**src/rtl/ola_trigger_sequencer_pkg.sv**
```systemverilog
// ola_pkg: shared types and constants for the logic analyzer trigger sequencer.
//
// Contents:
//   state_e            sequencer state (IDLE / ARMED / FIRED)
//   CFG_MASK..GLOBAL   cfg_sel encodings for the configuration write port
//   GLB_LAST_IDX       cfg_stage index of the last-stage register inside the global bank
//   GLB_TIMEOUT_IDX    cfg_stage index of the timeout register inside the global bank
//
// Optional feature macro used by the sequencer: OLA_TRIGGER_SEQ_TIMEOUT_EN
package ola_pkg;

    typedef enum logic [1:0] {
        IDLE  = 2'd0,
        ARMED = 2'd1,
        FIRED = 2'd2
    } state_e;

    localparam logic [1:0] CFG_MASK   = 2'd0;
    localparam logic [1:0] CFG_VALUE  = 2'd1;
    localparam logic [1:0] CFG_COUNT  = 2'd2;
    localparam logic [1:0] CFG_GLOBAL = 2'd3;

    localparam int GLB_LAST_IDX    = 0;
    localparam int GLB_TIMEOUT_IDX = 1;

endpackage

```
**src/rtl/ola_trigger_sequencer_if.sv**
```systemverilog
// ola_trigger_sequencer_if: configuration write bus plus the sample stream
// passing through the trigger sequencer.
//
// Signals:
//   cfg_we / cfg_stage / cfg_sel / cfg_data   configuration write port
//   in_valid / in_sample                      incoming sample stream
//   out_valid / out_sample                    sample stream delayed one cycle
//
// Modports:
//   master  drives configuration and incoming samples, receives delayed samples
//   slave   the sequencer side
interface ola_trigger_sequencer_if
    import ola_pkg::*;
#(
    parameter int width  = 8,
    parameter int stages = 4,
    parameter int cwidth = 16
);
    localparam int sw = $clog2(stages);

    logic              cfg_we;
    logic [sw-1:0]     cfg_stage;
    logic [1:0]        cfg_sel;
    logic [cwidth-1:0] cfg_data;
    logic              in_valid;
    logic [width-1:0]  in_sample;
    logic              out_valid;
    logic [width-1:0]  out_sample;

    modport master (
        output cfg_we, cfg_stage, cfg_sel, cfg_data, in_valid, in_sample,
        input  out_valid, out_sample
    );

    modport slave (
        input  cfg_we, cfg_stage, cfg_sel, cfg_data, in_valid, in_sample,
        output out_valid, out_sample
    );

endinterface

```
**src/rtl/ola_trigger_sequencer_match.sv**
```systemverilog
// ola_trigger_match: combinational mask/value comparator for one trigger stage.
//
// Ports:
//   valid   in  sample strobe; no match is reported without it
//   sample  in  sample under test
//   mask    in  bits that take part in the compare (0 = don't care)
//   value   in  required value on the masked bits
//   match   out valid sample equal to value on every masked bit
module ola_trigger_match
    import ola_pkg::*;
#(
    parameter int width = 8
) (
    input  logic             valid,
    input  logic [width-1:0] sample,
    input  logic [width-1:0] mask,
    input  logic [width-1:0] value,
    output logic             match
);

    // A zero mask reduces both sides to zero, so every valid sample matches.
    assign match = valid && ((sample & mask) == (value & mask));

endmodule

```
**src/rtl/ola_trigger_sequencer.sv**
```systemverilog
// ola_trigger_sequencer: multi-stage trigger controller for the capture path.
// Walks up to `stages` mask/value/count conditions over the valid sample
// stream and pulses `trigger` together with the delayed copy of the sample
// that completed the final stage.
//
// Ports:
//   clock     in   rising-edge clock
//   reset_n   in   asynchronous active-low reset, clears state and all config
//   bus       slave modport of ola_trigger_sequencer_if (config port, samples in/out)
//   arm       in   start the sequence at stage 0
//   disarm    in   abort and return to IDLE (wins over arm)
//   trigger   out  one-cycle pulse aligned with out_valid of the completing sample
//   armed     out  sequencer is in ARMED
//   fired     out  sequencer is in FIRED
//   stage     out  current stage index
//
// Optional feature: define OLA_TRIGGER_SEQ_TIMEOUT_EN to add a per-stage
// timeout that falls back to stage 0 when a later stage takes too long.
module ola_trigger_sequencer
    import ola_pkg::*;
#(
    parameter int width  = 8,
    parameter int stages = 4,
    parameter int cwidth = 16
) (
    input  logic                      clock,
    input  logic                      reset_n,
    ola_trigger_sequencer_if.slave    bus,
    input  logic                      arm,
    input  logic                      disarm,
    output logic                      trigger,
    output logic                      armed,
    output logic                      fired,
    output logic [$clog2(stages)-1:0] stage
);

    localparam int sw = $clog2(stages);

    state_e            state_q, state_d;
    logic [sw-1:0]     stage_q, stage_d;
    logic [sw-1:0]     last_q, last_d;
    logic [cwidth-1:0] run_q, run_d;
    logic              trigger_q, trigger_d;
    logic              out_valid_q, out_valid_d;
    logic [width-1:0]  out_sample_q, out_sample_d;

    logic [width-1:0]  mask_q  [stages];
    logic [width-1:0]  mask_d  [stages];
    logic [width-1:0]  value_q [stages];
    logic [width-1:0]  value_d [stages];
    logic [cwidth-1:0] count_q [stages];
    logic [cwidth-1:0] count_d [stages];

`ifdef OLA_TRIGGER_SEQ_TIMEOUT_EN
    logic [cwidth-1:0] timeout_q, timeout_d;
    logic [cwidth-1:0] tcnt_q, tcnt_d;
    logic [cwidth-1:0] tcnt_inc;
`endif

    logic [width-1:0]  sel_mask;
    logic [width-1:0]  sel_value;
    logic [cwidth-1:0] sel_count;
    logic [cwidth-1:0] run_target;
    logic [cwidth-1:0] run_inc;
    logic              match;
    logic              stage_done;

    // Only the current stage's configuration is ever compared, so a single
    // comparator fed from muxed registers covers the whole sequence.
    assign sel_mask  = mask_q[stage_q];
    assign sel_value = value_q[stage_q];
    assign sel_count = count_q[stage_q];

    ola_trigger_match #(
        .width (width)
    ) u_match (
        .valid  (bus.in_valid),
        .sample (bus.in_sample),
        .mask   (sel_mask),
        .value  (sel_value),
        .match  (match)
    );

    // A count of 0 behaves like 1 so a stage can never complete on zero samples.
    assign run_target = (sel_count == '0) ? cwidth'(1) : sel_count;
    assign run_inc    = run_q + cwidth'(1);
    assign stage_done = (state_q == ARMED) && match && (run_inc == run_target);

`ifdef OLA_TRIGGER_SEQ_TIMEOUT_EN
    assign tcnt_inc = tcnt_q + cwidth'(1);
`endif

    // Next-state logic: config writes (IDLE only), then disarm/arm priority,
    // then sample evaluation while ARMED. A sample arriving with arm is skipped.
    always_comb begin
        state_d      = state_q;
        stage_d      = stage_q;
        last_d       = last_q;
        run_d        = run_q;
        trigger_d    = 1'b0;
        out_valid_d  = bus.in_valid;
        out_sample_d = bus.in_sample;
        mask_d       = mask_q;
        value_d      = value_q;
        count_d      = count_q;
`ifdef OLA_TRIGGER_SEQ_TIMEOUT_EN
        timeout_d    = timeout_q;
        tcnt_d       = tcnt_q;
`endif

        if ((state_q == IDLE) && bus.cfg_we) begin
            case (bus.cfg_sel)
                CFG_MASK:  mask_d[bus.cfg_stage]  = bus.cfg_data[width-1:0];
                CFG_VALUE: value_d[bus.cfg_stage] = bus.cfg_data[width-1:0];
                CFG_COUNT: count_d[bus.cfg_stage] = bus.cfg_data;
                CFG_GLOBAL: begin
                    if (bus.cfg_stage == sw'(GLB_LAST_IDX)) begin
                        last_d = bus.cfg_data[sw-1:0];
                    end
`ifdef OLA_TRIGGER_SEQ_TIMEOUT_EN
                    else if (bus.cfg_stage == sw'(GLB_TIMEOUT_IDX)) begin
                        timeout_d = bus.cfg_data;
                    end
`endif
                end
                default: ;
            endcase
        end

        if (disarm) begin
            state_d = IDLE;
            stage_d = '0;
            run_d   = '0;
`ifdef OLA_TRIGGER_SEQ_TIMEOUT_EN
            tcnt_d  = '0;
`endif
        end else if (arm) begin
            state_d = ARMED;
            stage_d = '0;
            run_d   = '0;
`ifdef OLA_TRIGGER_SEQ_TIMEOUT_EN
            tcnt_d  = '0;
`endif
        end else if ((state_q == ARMED) && bus.in_valid) begin
            if (stage_done) begin
                run_d = '0;
`ifdef OLA_TRIGGER_SEQ_TIMEOUT_EN
                tcnt_d = '0;
`endif
                if (stage_q == last_q) begin
                    state_d   = FIRED;
                    trigger_d = 1'b1;
                end else begin
                    stage_d = stage_q + 1'b1;
                end
            end else if (match) begin
                run_d = run_inc;
            end else begin
                run_d = '0;
            end
`ifdef OLA_TRIGGER_SEQ_TIMEOUT_EN
            // Timeout counts every valid sample since the last advance; a
            // completion in the same cycle already cleared it above.
            if (!stage_done && (stage_q != '0) && (timeout_q != '0)) begin
                if (tcnt_inc >= timeout_q) begin
                    stage_d = '0;
                    run_d   = '0;
                    tcnt_d  = '0;
                end else begin
                    tcnt_d = tcnt_inc;
                end
            end
`endif
        end
    end

    // State, config and the one-cycle sample delay; reset clears everything.
    always_ff @(posedge clock or negedge reset_n) begin
        if (!reset_n) begin
            state_q      <= IDLE;
            stage_q      <= '0;
            last_q       <= '0;
            run_q        <= '0;
            trigger_q    <= 1'b0;
            out_valid_q  <= 1'b0;
            out_sample_q <= '0;
            for (int i = 0; i < stages; i++) begin
                mask_q[i]  <= '0;
                value_q[i] <= '0;
                count_q[i] <= '0;
            end
`ifdef OLA_TRIGGER_SEQ_TIMEOUT_EN
            timeout_q    <= '0;
            tcnt_q       <= '0;
`endif
        end else begin
            state_q      <= state_d;
            stage_q      <= stage_d;
            last_q       <= last_d;
            run_q        <= run_d;
            trigger_q    <= trigger_d;
            out_valid_q  <= out_valid_d;
            out_sample_q <= out_sample_d;
            mask_q       <= mask_d;
            value_q      <= value_d;
            count_q      <= count_d;
`ifdef OLA_TRIGGER_SEQ_TIMEOUT_EN
            timeout_q    <= timeout_d;
            tcnt_q       <= tcnt_d;
`endif
        end
    end

    assign bus.out_valid  = out_valid_q;
    assign bus.out_sample = out_sample_q;
    assign trigger        = trigger_q;
    assign armed          = (state_q == ARMED);
    assign fired          = (state_q == FIRED);
    assign stage          = stage_q;

endmodule

```
**src/flat_wrapper.sv**
```systemverilog
// flat-port wrapper written by rule: the top's interface ports become plain ports
module ola_trigger_sequencer_flat import ola_pkg::*;
#(
    parameter int width  = 8,
    parameter int stages = 4,
    parameter int cwidth = 16
)
  (clock, reset_n, arm, disarm, trigger, armed, fired, stage, bus_cfg_we, bus_cfg_stage, bus_cfg_sel, bus_cfg_data, bus_in_valid, bus_in_sample, bus_out_valid, bus_out_sample);
  ola_trigger_sequencer_if #(.width(width), .stages(stages), .cwidth(cwidth)) bus_i ();
  input  logic clock;
  input  logic reset_n;
  input  logic arm;
  input  logic disarm;
  output logic trigger;
  output logic armed;
  output logic fired;
  output logic [$clog2(stages)-1:0] stage;
  input wire logic [$bits(bus_i.cfg_we)-1:0] bus_cfg_we;
  input wire logic [$bits(bus_i.cfg_stage)-1:0] bus_cfg_stage;
  input wire logic [$bits(bus_i.cfg_sel)-1:0] bus_cfg_sel;
  input wire logic [$bits(bus_i.cfg_data)-1:0] bus_cfg_data;
  input wire logic [$bits(bus_i.in_valid)-1:0] bus_in_valid;
  input wire logic [$bits(bus_i.in_sample)-1:0] bus_in_sample;
  output wire logic [$bits(bus_i.out_valid)-1:0] bus_out_valid;
  output wire logic [$bits(bus_i.out_sample)-1:0] bus_out_sample;
  assign bus_i.cfg_we = bus_cfg_we;
  assign bus_i.cfg_stage = bus_cfg_stage;
  assign bus_i.cfg_sel = bus_cfg_sel;
  assign bus_i.cfg_data = bus_cfg_data;
  assign bus_i.in_valid = bus_in_valid;
  assign bus_i.in_sample = bus_in_sample;
  assign bus_out_valid = bus_i.out_valid;
  assign bus_out_sample = bus_i.out_sample;
  ola_trigger_sequencer #(.width(width), .stages(stages), .cwidth(cwidth)) u_core (.clock(clock), .reset_n(reset_n), .bus(bus_i), .arm(arm), .disarm(disarm), .trigger(trigger), .armed(armed), .fired(fired), .stage(stage));
endmodule
```
**config.mk**
```make
export PLATFORM = sky130hd
export DESIGN_NAME = ola_trigger_sequencer_flat
export DESIGN_NICKNAME = d
export VERILOG_FILES = /design/src/rtl/ola_trigger_sequencer_pkg.sv /design/src/rtl/ola_trigger_sequencer_if.sv /design/src/rtl/ola_trigger_sequencer_match.sv /design/src/rtl/ola_trigger_sequencer.sv /design/src/flat_wrapper.sv
export SDC_FILE = /design/constraint.sdc
export NUM_CORES = 1
export LEC_CHECK = 0
export ABC_CLOCK_PERIOD_IN_PS = 6600
export BUFFER_PORTS_ARGS = -buffer_cell sky130_fd_sc_hd__buf_2
export CAP_MARGIN = 20
export CORE_AREA = 2 2 135 137
export DETAILED_ROUTE_END_ITERATION = 7
export DIE_AREA = 0 0 137 139
export PLACE_DENSITY = 0.66
export SLEW_MARGIN = 40
export SYNTH_ARGS = -nofsm -noshare
export SYNTH_HDL_FRONTEND = slang
export SYNTH_SLANG_ARGS = --single-unit
```
**constraint.sdc**
```tcl
create_clock -name clock -period 6.6 [get_ports clock]
set_input_delay 0.66 -clock clock [delete_from_list [all_inputs] [get_ports clock]]
set_output_delay 0.66 -clock clock [all_outputs]
set_load 0.05 [all_outputs]
```
==> flow_summary_export.csv, run 1 <==
group,metric,value,unit
clocking,clkSinkCount,160,
status,outcome,"finished, final reports clean",
clocking,cts_buffers,17,
sta,hold_viol,0,
placed_design,pre_cts_slack,2819,ps
clocking,postCtsSetupRepairBufs,0,
sta,fin_hold_ws,272.9,ps
grt,overflow,0,
placed_design,numPlacedInstances,848,
synthesis,syn-mean-instance-area,12.96,um^2
sta,finalClockSkew,6.272,ps
layout,final_cell_mix,"159 x dfrtp_1, 131 x mux2_2, 46 x buf_2",
route,wl_per_cell,19.49,um
route,viasPerCell,5.703,
grt,grt_pass1_vias,5316,
route,ant_nets,0,
clocking,worstSkewPairLatency,420,ps
route,vias,5007,
clocking,cts_tree,"yes",
route,drc_errors,0,
route,drt_wl_total,17.11,mm
synthesis,synth_top_area_share,51.73,%
pwr,total_power,2.728,mW
pwr,ir_drop,0.1988,mV
min_path,min_path_type,"primary input to async pin",
placed_design,hpwl,11.72,mm
synthesis,yosysWarnings,0,
layout,n_antenna_cell,0,
setup_path,end_kind,"register",
synthesis,synth-seq-cells,160,
synthesis,ys_seq_area_share,51.73,%
synthesis,ys_types,49,
layout,drive_gt1_share,37.29,%
synthesis,synth.area.mux_share,23.96,%
grt,grt_max_degree,82,
sta,worst_slack,3013,ps
synthesis,synth_fa_ha_area_share,0.1617,%
synthesis,syn-num-nets,632,
layout,areaGrowthSynthToFinish,13.39,%
sta,finalMaxSlewViolations,0,
pwr,leakage,3.902,nW
die,initial_utilization,43.84,%
layout,fin_util,49.70,%
synthesis,synth_area,7740,um^2
route,first_pass_iters,6,
synthesis,synth_compound_area_share,7.194,%
route,drt_iter0_markers,304,
sta,fin_tns_setup,0,ps
sta,fmax,0.2788,GHz
setup_path,critPathMaxFanout,31,
sta,period_share,54.34,%
clocking,clk_pin_slew_worst_paths,70,ps
grt,antenna_found_initial,0,
synthesis,synth_top_family_by_area,"multiplexers",
synthesis,syn_inst,597,
placed_design,place_congestion,0.8420,
setup_path,start_kind,"register",
setup_path,required,6910,ps
synthesis,synthArstFlopShare,100.0,%
setup_path,arrival,3890,ps
layout,fin_area,8776,um^2
synthesis,synth-main-ff-cell,"dfrtp_1",
die,rows,49,
synthesis,synth_edf_count,0,
layout,fin_cells,878,
die,ios,48,
sta,grt_setup_unrepaired,"false",
sta,setup_viol,0,
clocking,clockRootBuffer,"clkbuf_16",
clocking,cts_max_level,4,
placed_design,dpl-instance-area,8205,um^2
synthesis,yosys.area.top_type,"dfrtp_1",
synthesis,synth-xor-area-share,6.288,%
placed_design,port_buffers,47,
sta,max_slew_margin,47.46,%
synthesis,yosys-top-cells-area,"dfrtp_1 52%, mux2_2 19%, xor2_1 4.6%",
grt,gr-usage-all-layers,19.38,%
synthesis,synthSimpleGateAreaFrac,8.438,%
grt,grt_first_pass_wirelength,28.64,mm
die,die-area,19040,um^2
layout,final_common_cell,"dfrtp_1",
layout,fin_nets,673,
die,fp.dieH,139,um
pwr,p_per_area,310.9,nW/um^2
clocking,cts_max_path_buffers,2,
die,core,17660,um^2
run,drv_cap,0,
setup_path,critPathKind,"register to register",
die,die_width,137,um
sta,period_needed,3587,ps
sta,tightest_slew,785.3,ps
clocking,cts_hold_buf,0,
clocking,ctsResizeCount,0,
## flip-flops by register name, summed over array words and instances (netlist names)
register               flops
u_core.bus.out_sample      8
u_core.mask_q             32
u_core.state_q             2
u_core.run_q              16
u_core.bus.out_valid       1
u_core.value_q            32
u_core.stage               2
u_core.trigger             1
u_core.last_q              2
u_core.count_q            64
## worst paths after layout
| path | startpoint | endpoint | slack (ps) | depth (start not counted) |
|---|---|---|---|---|
| min in group clock | bus_in_valid | u_core.bus.out_valid | 400 | 1 |
| hold / removal | reset_n | u_core.value_q[16] | 270 | 1 |
| setup reg to reg | u_core.stage[0] | u_core.run_q[0] | 3010 | 9 |
| setup / recovery | u_core.stage[0] | u_core.run_q[0] | 3010 | 9 |
| hold reg to reg | u_core.run_q[15] | u_core.run_q[15] | 500 | 2 |
| max in group asynchronous | reset_n | u_core.stage[1] | 5110 | 2 |
## kinds of logic (layout without fill, tap and decap cells)
kind of cell             count (synthesis)  in the layout
XOR/XNOR                                54             54
AND/OR/NAND/NOR                        120            120
buffers and inverters                   38             90
AO/OA/AOI/OAI                           77             77
adder cells (fa/ha/maj)                  1              1
multiplexers                           147            147
flip-flops                             160            160
## area by class of cell
class                           instances  area (um^2)
Tap cell                              229        286.5
Timing Repair Buffer                   56        312.8
Multi-Input combinational cell        399         3590
Sequential cell                       160         4005
Clock inverter                         10        100.1
Inverter                                4        15.01
Fill cell                            1531         8881
Clock buffer                           20        466.7
## cell usage after synthesis, types with 2 or more instances
cell type and instances:
dfrtp_1 160, mux2_2 131, xor2_1 41, nand2_1 27
clkbuf_1 24, nor2_1 18, a221oi_1 15, a21o_1 13
nand2b_1 13, o21ai_0 13, xnor2_1 12, a22oi_1 11
mux4_2 11, nand3_1 10, a21oi_1 9, nand4_1 9
nor4_1 8, or3_1 6, buf_2 5, mux4_1 5
nor3_1 5, or2_2 5, and2_1 4, inv_1 4
nor2b_1 4, a222oi_1 3, a31oi_1 3, and3_1 3
a22o_1 2, and4_1 2, buf_4 2, buf_6 2
## routing by layer
metal	track usage, %	vias up	wire [um]	share of wire, %
li1	-	2284	-	-
met1	26.22	2586	7713	45
met2	30.79	119	8487	50
met3	4.715	18	691	4.0
met4	6.023	0	215	1.3
met5	0	-	0	0
## power by group
group | leakage [nW] | internal [mW] | total (mW) | switching [mW]
combinational | 1.60 | 0.267 | 0.485 | 0.219
sequential | 2.04 | 1.18 | 1.30 | 0.117
clock | 0.268 | 0.549 | 0.947 | 0.398
## worst max-delay path, stage by stage (launching register included)
cell     delay (ps)
dfrtp_1         330
buf_4           400
mux4_1          640
xor2_1          170
xnor2_1         170
nand4_1         110
or4_4           570
nor3_4          570
a21oi_1         200
mux2_2          300
(Power assumes the default switching activity.)
==> run 2: changes to the inputs <==
--- a/config.mk
+++ b/config.mk
@@ -5,13 +5,13 @@
 export SDC_FILE = /design/constraint.sdc
 export NUM_CORES = 1
 export LEC_CHECK = 0
-export ABC_CLOCK_PERIOD_IN_PS = 6600
+export ABC_CLOCK_PERIOD_IN_PS = 2900
 export BUFFER_PORTS_ARGS = -buffer_cell sky130_fd_sc_hd__buf_2
 export CAP_MARGIN = 20
 export CORE_AREA = 2 2 135 137
 export DETAILED_ROUTE_END_ITERATION = 7
 export DIE_AREA = 0 0 137 139
-export PLACE_DENSITY = 0.66
+export PLACE_DENSITY = 0.68
 export SLEW_MARGIN = 40
 export SYNTH_ARGS = -nofsm -noshare
 export SYNTH_HDL_FRONTEND = slang
==> constraint.sdc (replaced) <==
create_clock -name clock -period 2.9 [get_ports clock]
set_input_delay 0.29 -clock clock [delete_from_list [all_inputs] [get_ports clock]]
set_output_delay 0.29 -clock clock [all_outputs]
set_load 0.05 [all_outputs]
==> run 2 against run 1 <==
Compared with the run above: count of clock-buffer cells in the layout unchanged; fmax up 27%; via count grew 3.2%; combinational power increased by 150%; hold slack got worse by 230 ps; cell count rose by 4.7%; sequential power rose by 130%; design area grew 5.6%; power is 130% higher; critical path depth increased by 5; non-clock buffer count increased by 39; largest cell class unchanged.
==> flow_summary_export.csv, run 2 (synthesis results as in run 1) <==
group,metric,value,unit
setup_path,end_kind,"register",
die,die-area,19040,um^2
route,drt_wl_total,18.11,mm
sta,finalClockSkew,9.970,ps
route,vias,5167,
grt,antenna_found_initial,1,
placed_design,place_congestion,0.8430,
setup_path,r2r_end,"u_core.run_q[7]",
clocking,cts_buffers,17,
layout,largest_reg_flops,64,
sta,tightest_slew,694.7,ps
die,rows,49,
run,drv_cap,0,
sta,grt_setup_unrepaired,"true",
route,drc_errors,0,
grt,grt_pass1_vias,5594,
layout,largestRegisters,"u_core.count_q: 64 flops, u_core.mask_q: 32 flops, u_core.value_q: 32 flops",
sta,period_share,97.43,%
setup_path,startpoint,"u_core.stage[0]",
grt,overflow,0,
grt,grt_first_pass_wirelength,29.47,mm
setup_path,rrSetupSlack,70,ps
layout,top_register,"u_core.count_q",
setup_path,critPathCapture,"u_core.run_q[7]",
layout,areaGrowthSynthToFinish,19.75,%
pwr,p_per_area,684.9,nW/um^2
sta,fmax,0.3539,GHz
placed_design,hpwl,12.22,mm
clocking,cts_tree,"yes",
setup_path,critPathMaxFanout,8,
pwr,total_power,6.348,mW
clocking,cts_max_path_buffers,2,
setup_path,cpMostUsedCell,"buf_6",
layout,multi_input_area,3681,um^2
sta,setup_viol,0,
clocking,worstSkewPairLatency,440,ps
setup_path,slowest_delay,500,ps
sta,finalMaxSlewViolations,0,
setup_path,critPathKind,"register to register",
setup_path,cp_slowest_cell,"dfrtp_4",
placed_design,port_buffers,47,
min_path,hold_depth,1,
layout,drive_gt1_share,43.19,%
setup_path,crit_chain,"buf_8 > buf_6 > buf_12 > a21oi_4 > a22oi_2 > a2111oi_4 > buf_4 > o2111ai_4 > buf_6 > nor3_4 > buf_6 > buf_12 > a221oi_1 > a21o_1",
layout,final_cell_mix,"157 x dfrtp_1, 131 x mux2_2, 46 x buf_2",
route,wl_per_cell,19.71,um
die,fp.dieH,139,um
layout,final_common_cell,"dfrtp_1",
clocking,clk_pin_slew_worst_paths,60,ps
sta,fin_tns_setup,0,ps
setup_path,start_kind,"register",
die,die_width,137,um
sta,max_slew_margin,53.52,%
clocking,cts_max_level,4,
sta,hold_viol,0,
die,core,17660,um^2
layout,fin_nets,712,
sta,period_needed,2825,ps
layout,n_antenna_cell,0,
route,first_pass_iters,4,
die,ios,48,
setup_path,required,3230,ps
min_path,min_path_type,"primary input to register",
setup_path,ff2ff_path_depth,14,
layout,num-fill-cells,1494,
setup_path,arrival,3150,ps
route,viasPerCell,5.622,
layout,regArea,4013,um^2
clocking,clkSinkCount,160,
grt,gr-usage-all-layers,20.12,%
grt,grt_max_degree,80,
die,initial_utilization,43.84,%
clocking,clockRootBuffer,"clkbuf_16",
status,outcome,"finished, final reports clean",
pwr,leakage,4.138,nW
setup_path,timing.rr.start,"u_core.stage[0]",
route,drt_iter0_markers,304,
pwr,ir_drop,0.4729,mV
route,ant_nets,0,
## run 2: cell count changes in the layout (fill, tap and decap cells not counted), moves of 4 or more
cell,previous run,this run
a221oi_1,15,10
a221oi_2,0,5
buf_12,0,5
buf_4,8,35
clkinvlp_4,4,0
mux4_1,5,1
mux4_2,11,15
## run 2: final cells by class
cell class | count | area share (%)
clock buffers | 20 | 4.819
clock inverters | 12 | 1.336
inverters | 4 | 0.1620
multi-input cells | 399 | 39.71
flip-flops and latches | 160 | 43.29
well taps | 229 | 3.091
repair buffers | 95 | 7.586
## run 2: timing repair
action / CTS / global route
resized for setup: 11 / 28
setup endpoints to repair: 21 / 19
cloned: 1 / 0
hold buffers: 1 / 0
setup buffers: 4 / 10
hold endpoints to repair: 77 / 0
pin swaps: 3 / 8
## run 2: per-layer routing
metal	vias to the layer above	track usage, %	part of all wire, %
met1	2681	26.54	44
met3	30	4.532	3.6
li1	2362	-	-
met4	2	7.379	1.7
met5	-	0	0.072
met2	92	32.44	50
## run 2: critical path: cells and delay by family, from the launching register on
| family | cells | cell delay [ps] |
|---|---|---|
| buffers and inverters | 7 | 1000 |
| AOI/OAI and AO/OA | 6 | 980 |
| DFF | 1 | 500 |
| and+or+nand+nor | 1 | 220 |
## run 2: metrics by stage
| stage | area [um^2] | hold slack (ps) | utilization (%) | setup slack [ps] | instances |
|---|---|---|---|---|---|
| after global placement | 8393 | 382.5 | 47.53 | -318.7 | 872 |
| after detailed placement | 8393 | 393.9 | 47.53 | -395.7 | 872 |
| after floorplan | 7746 | -5.591 | - | 32.34 | 597 |
| after CTS | 9091 | 5.287 | 51.49 | 8.200 | 910 |
| after global routing | 9269 | 24.60 | 52.49 | -37.53 | 919 |
| final | 9269 | 46.11 | 52.49 | 74.56 | 919 |
## run 2: report_power, final
part           switching [mW]  leakage, nW  internal, mW
combinational           0.540         1.82         0.672
sequential              0.279         2.03          2.68
clock                   0.948        0.284          1.23
## run 2: how the worst min path moves through the flow
stage / start / to / slack [ps]
4_1_cts: bus_in_valid / u_core.bus.out_valid / 5
5_1_grt: bus_in_valid / u_core.bus.out_valid / 20
3_5_place_dp: reset_n / u_core.value_q[23] / 390
2_1_floorplan: reset_n / u_core.bus.out_sample[0] / -6
6_report: bus_in_valid / u_core.bus.out_valid / 50
3_3_place_gp: reset_n / u_core.bus.out_sample[6] / 380
==> run 3: changes to the inputs <==
--- a/config.mk
+++ b/config.mk
@@ -5,14 +5,16 @@
 export SDC_FILE = /design/constraint.sdc
 export NUM_CORES = 1
 export LEC_CHECK = 0
+export ABC_AREA = 1
 export ABC_CLOCK_PERIOD_IN_PS = 2900
-export BUFFER_PORTS_ARGS = -buffer_cell sky130_fd_sc_hd__buf_2
+export BUFFER_PORTS_ARGS = -buffer_cell sky130_fd_sc_hd__clkbuf_2
 export CAP_MARGIN = 20
-export CORE_AREA = 2 2 135 137
+export CORE_AREA = 2 2 137 139
 export DETAILED_ROUTE_END_ITERATION = 7
-export DIE_AREA = 0 0 137 139
+export DIE_AREA = 0 0 139 141
 export PLACE_DENSITY = 0.68
 export SLEW_MARGIN = 40
 export SYNTH_ARGS = -nofsm -noshare
 export SYNTH_HDL_FRONTEND = slang
 export SYNTH_SLANG_ARGS = --single-unit
+export TNS_END_PERCENT = 20
==> run 3 against run 2 <==
Compared with the run above: synthesized area increased by 3.4%; critical path type unchanged; via count up 33%; non-clock buffer count is 27 lower; largest cell class unchanged; critical path depth is 3 higher; hold slack got worse by 21 ps; fmax up 12%; highest routed layer is now met4.
==> flow_summary_export.csv, run 3 <==
group,metric,value,unit
status,outcome,"finished, final reports clean",
grt,gr-usage-all-layers,21.22,%
die,die-area,19600,um^2
layout,n_antenna_cell,0,
die,fp.dieH,141,um
layout,regArea,4005,um^2
layout,areaGrowthSynthToFinish,13.22,%
route,drc_errors,0,
placed_design,hpwl,13.31,mm
route,viasPerCell,5.206,
die,core,18270,um^2
setup_path,timing.rr.start,"u_core.stage[0]",
sta,fin_tns_setup,0,ps
min_path,hp-start,"bus_in_sample[0]",
grt,antenna_found_initial,0,
sta,tightest_slew,727.8,ps
synthesis,yosys.area.top_type,"dfrtp_1",
setup_path,critPathKind,"register to register",
setup_path,arrival,2850,ps
sta,grt_setup_unrepaired,"false",
layout,fin_area,9065,um^2
route,vias,6893,
route,drt_iter0_markers,701,
route,wl_per_cell,15.07,um
sta,setup_viol,0,
die,die_width,139,um
sta,max_slew_margin,51.48,%
placed_design,pre_cts_slack,292.2,ps
clocking,clockRootBuffer,"clkbuf_16",
route,first_pass_iters,6,
setup_path,cp_slowest_cell,"dfrtp_2",
synthesis,yosysWarnings,0,
grt,grt_max_degree,76,
route,drt_wl_total,19.96,mm
setup_path,crit_chain,"inv_2 > buf_4 > nand2_1 > nand2_1 > nand2_1 > nand2_1 > nand2_1 > nand3_1 > nand2_1 > nor2_1 > nand3_1 > nor2_1 > nand3_2 > o21bai_4 > nand2_1 > nand2_1 > nand2_1",
min_path,min_path_type,"primary input to register",
grt,overflow,0,
synthesis,ys_types,37,
synthesis,synth_edf_count,0,
synthesis,synth_area,8006,um^2
run,drv_cap,0,
setup_path,critPathMaxFanout,19,
sta,finalClockSkew,8.012,ps
pwr,ir_drop,0.3439,mV
pwr,total_power,6.610,mW
layout,drive_gt1_share,11.74,%
setup_path,ff2ff_path_depth,17,
placed_design,numPlacedInstances,1287,
synthesis,synthArstFlopShare,100.0,%
layout,largestRegisters,"u_core.count_q: 64 flops, u_core.mask_q: 32 flops, u_core.value_q: 32 flops",
synthesis,ys_top_cells_by_count,"384 x nand2_1, 160 x dfrtp_1, 150 x o21ai_0",
clocking,cts_max_level,4,
clocking,cts_tree,"yes",
layout,fin_cells,1324,
synthesis,synth-main-ff-cell,"dfrtp_1",
die,initial_utilization,43.83,%
clocking,postCtsSetupRepairBufs,0,
placed_design,place_congestion,0.9056,
setup_path,cpMostUsedCell,"nand2_1",
placed_design,dpl-instance-area,8427,um^2
setup_path,startpoint,"u_core.stage[0]",
die,ios,48,
layout,final_common_cell,"nand2_1",
clocking,worstSkewPairLatency,430,ps
placed_design,port_buffers,47,
sta,fin_hold_ws,24.89,ps
layout,top_register,"u_core.count_q",
layout,fin_util,49.62,%
layout,fin_nets,1112,
synthesis,syn-num-nets,1078,
sta,fmax,0.3951,GHz
sta,worst_slack,368.7,ps
synthesis,yosysMostFrequentCell,"nand2_1",
synthesis,synth_top_area_share,50.01,%
sta,period_needed,2531,ps
synthesis,syn_inst,1043,
min_path,hold_depth,1,
pwr,leakage,4.475,nW
sta,hold_viol,0,
synthesis,yosys-top-cells-area,"dfrtp_1 50%, nand2_1 18%, o21ai_0 9.4%",
clocking,cts_max_path_buffers,2,
setup_path,slowest_delay,440,ps
pwr,p_per_area,729.1,nW/um^2
grt,grt_pass1_vias,6461,
clocking,clkSinkCount,160,
setup_path,required,3220,ps
sta,period_share,87.29,%
clocking,cts_buffers,17,
sta,finalMaxSlewViolations,0,
setup_path,rrSetupSlack,370,ps
layout,num-fill-cells,1777,
layout,multi_input_area,3477,um^2
setup_path,start_kind,"register",
setup_path,end_kind,"register",
synthesis,syn-mean-instance-area,7.676,um^2
clocking,clk_pin_slew_worst_paths,60,ps
layout,final_cell_mix,"384 x nand2_1, 159 x dfrtp_1, 150 x o21ai_0",
die,rows,50,
grt,grt_first_pass_wirelength,33.30,mm
synthesis,ys_seq_area_share,50.01,%
route,ant_nets,0,
layout,largest_reg_flops,64,
synthesis,synth-seq-cells,160,
[run 3: changes by cell type after synthesis, moves of 15 or more]
cell and delta:
o21ai_0 +137, mux2_2 -131, nand2_1 +357, inv_1 +59, nor2_1 +46, a221oi_1 -15
xor2_1 -37, nand3_1 +69
[run 3: power breakdown]
group | switching [mW] | leakage [nW] | internal (mW)
Sequential | 0.241 | 2.08 | 2.67
Combinational | 0.945 | 2.12 | 0.540
Clock | 0.922 | 0.281 | 1.29
[run 3: worst paths after layout]
path	to
min in group asynchronous	u_core.mask_q[0]
worst max register to register	u_core.stage[1]
max in group asynchronous	u_core.mask_q[3]
worst max-delay path	u_core.stage[1]
worst min-delay path	u_core.bus.out_sample[0]
worst min register to register	u_core.state_q[1]
[run 3: critical path, delay by kind of cell (launching register included)]
| kind | cells | cell delay, ps |
|---|---|---|
| and+or+nand+nor | 14 | 1250 |
| buffers and inverters | 2 | 520 |
| DFF | 1 | 440 |
| AOI/OAI and AO/OA | 1 | 210 |
[run 3: layout make-up]
type	count	share of cell area [%]
Timing Repair Buffer	68	5.093
Tap cell	234	3.230
Clock buffer	20	4.928
Clock inverter	12	1.477
Sequential cell	160	44.18
Inverter	66	2.733
Multi-Input combinational cell	764	38.36
[run 3: cells by family (layout without fill, tap and decap cells)]
| kind of cell | after synthesis | after routing | share of synthesized area (%) |
|---|---|---|---|
| flops | 160 | 160 | 50.01 |
| simple gates | 575 | 575 | 30.15 |
| fa+ha+maj | 1 | 1 | 0.1562 |
| compound gates | 179 | 179 | 11.96 |
| xor+xnor | 9 | 9 | 1.078 |
| buf+inv | 119 | 166 | 6.657 |
[run 3: metal layers]
layer	global-route usage [%]	part of all wire [%]
met2	32.59	44
met4	5.635	0.92
met3	3.974	6.0
met1	31.08	49
met5	0	0
[run 3: repair_timing]
item,4_1_cts,5_1_grt
setup endpoints to repair,0,2
endpoints found under the hold margin,77,0
resized for setup,0,1
hold buffers,5,0
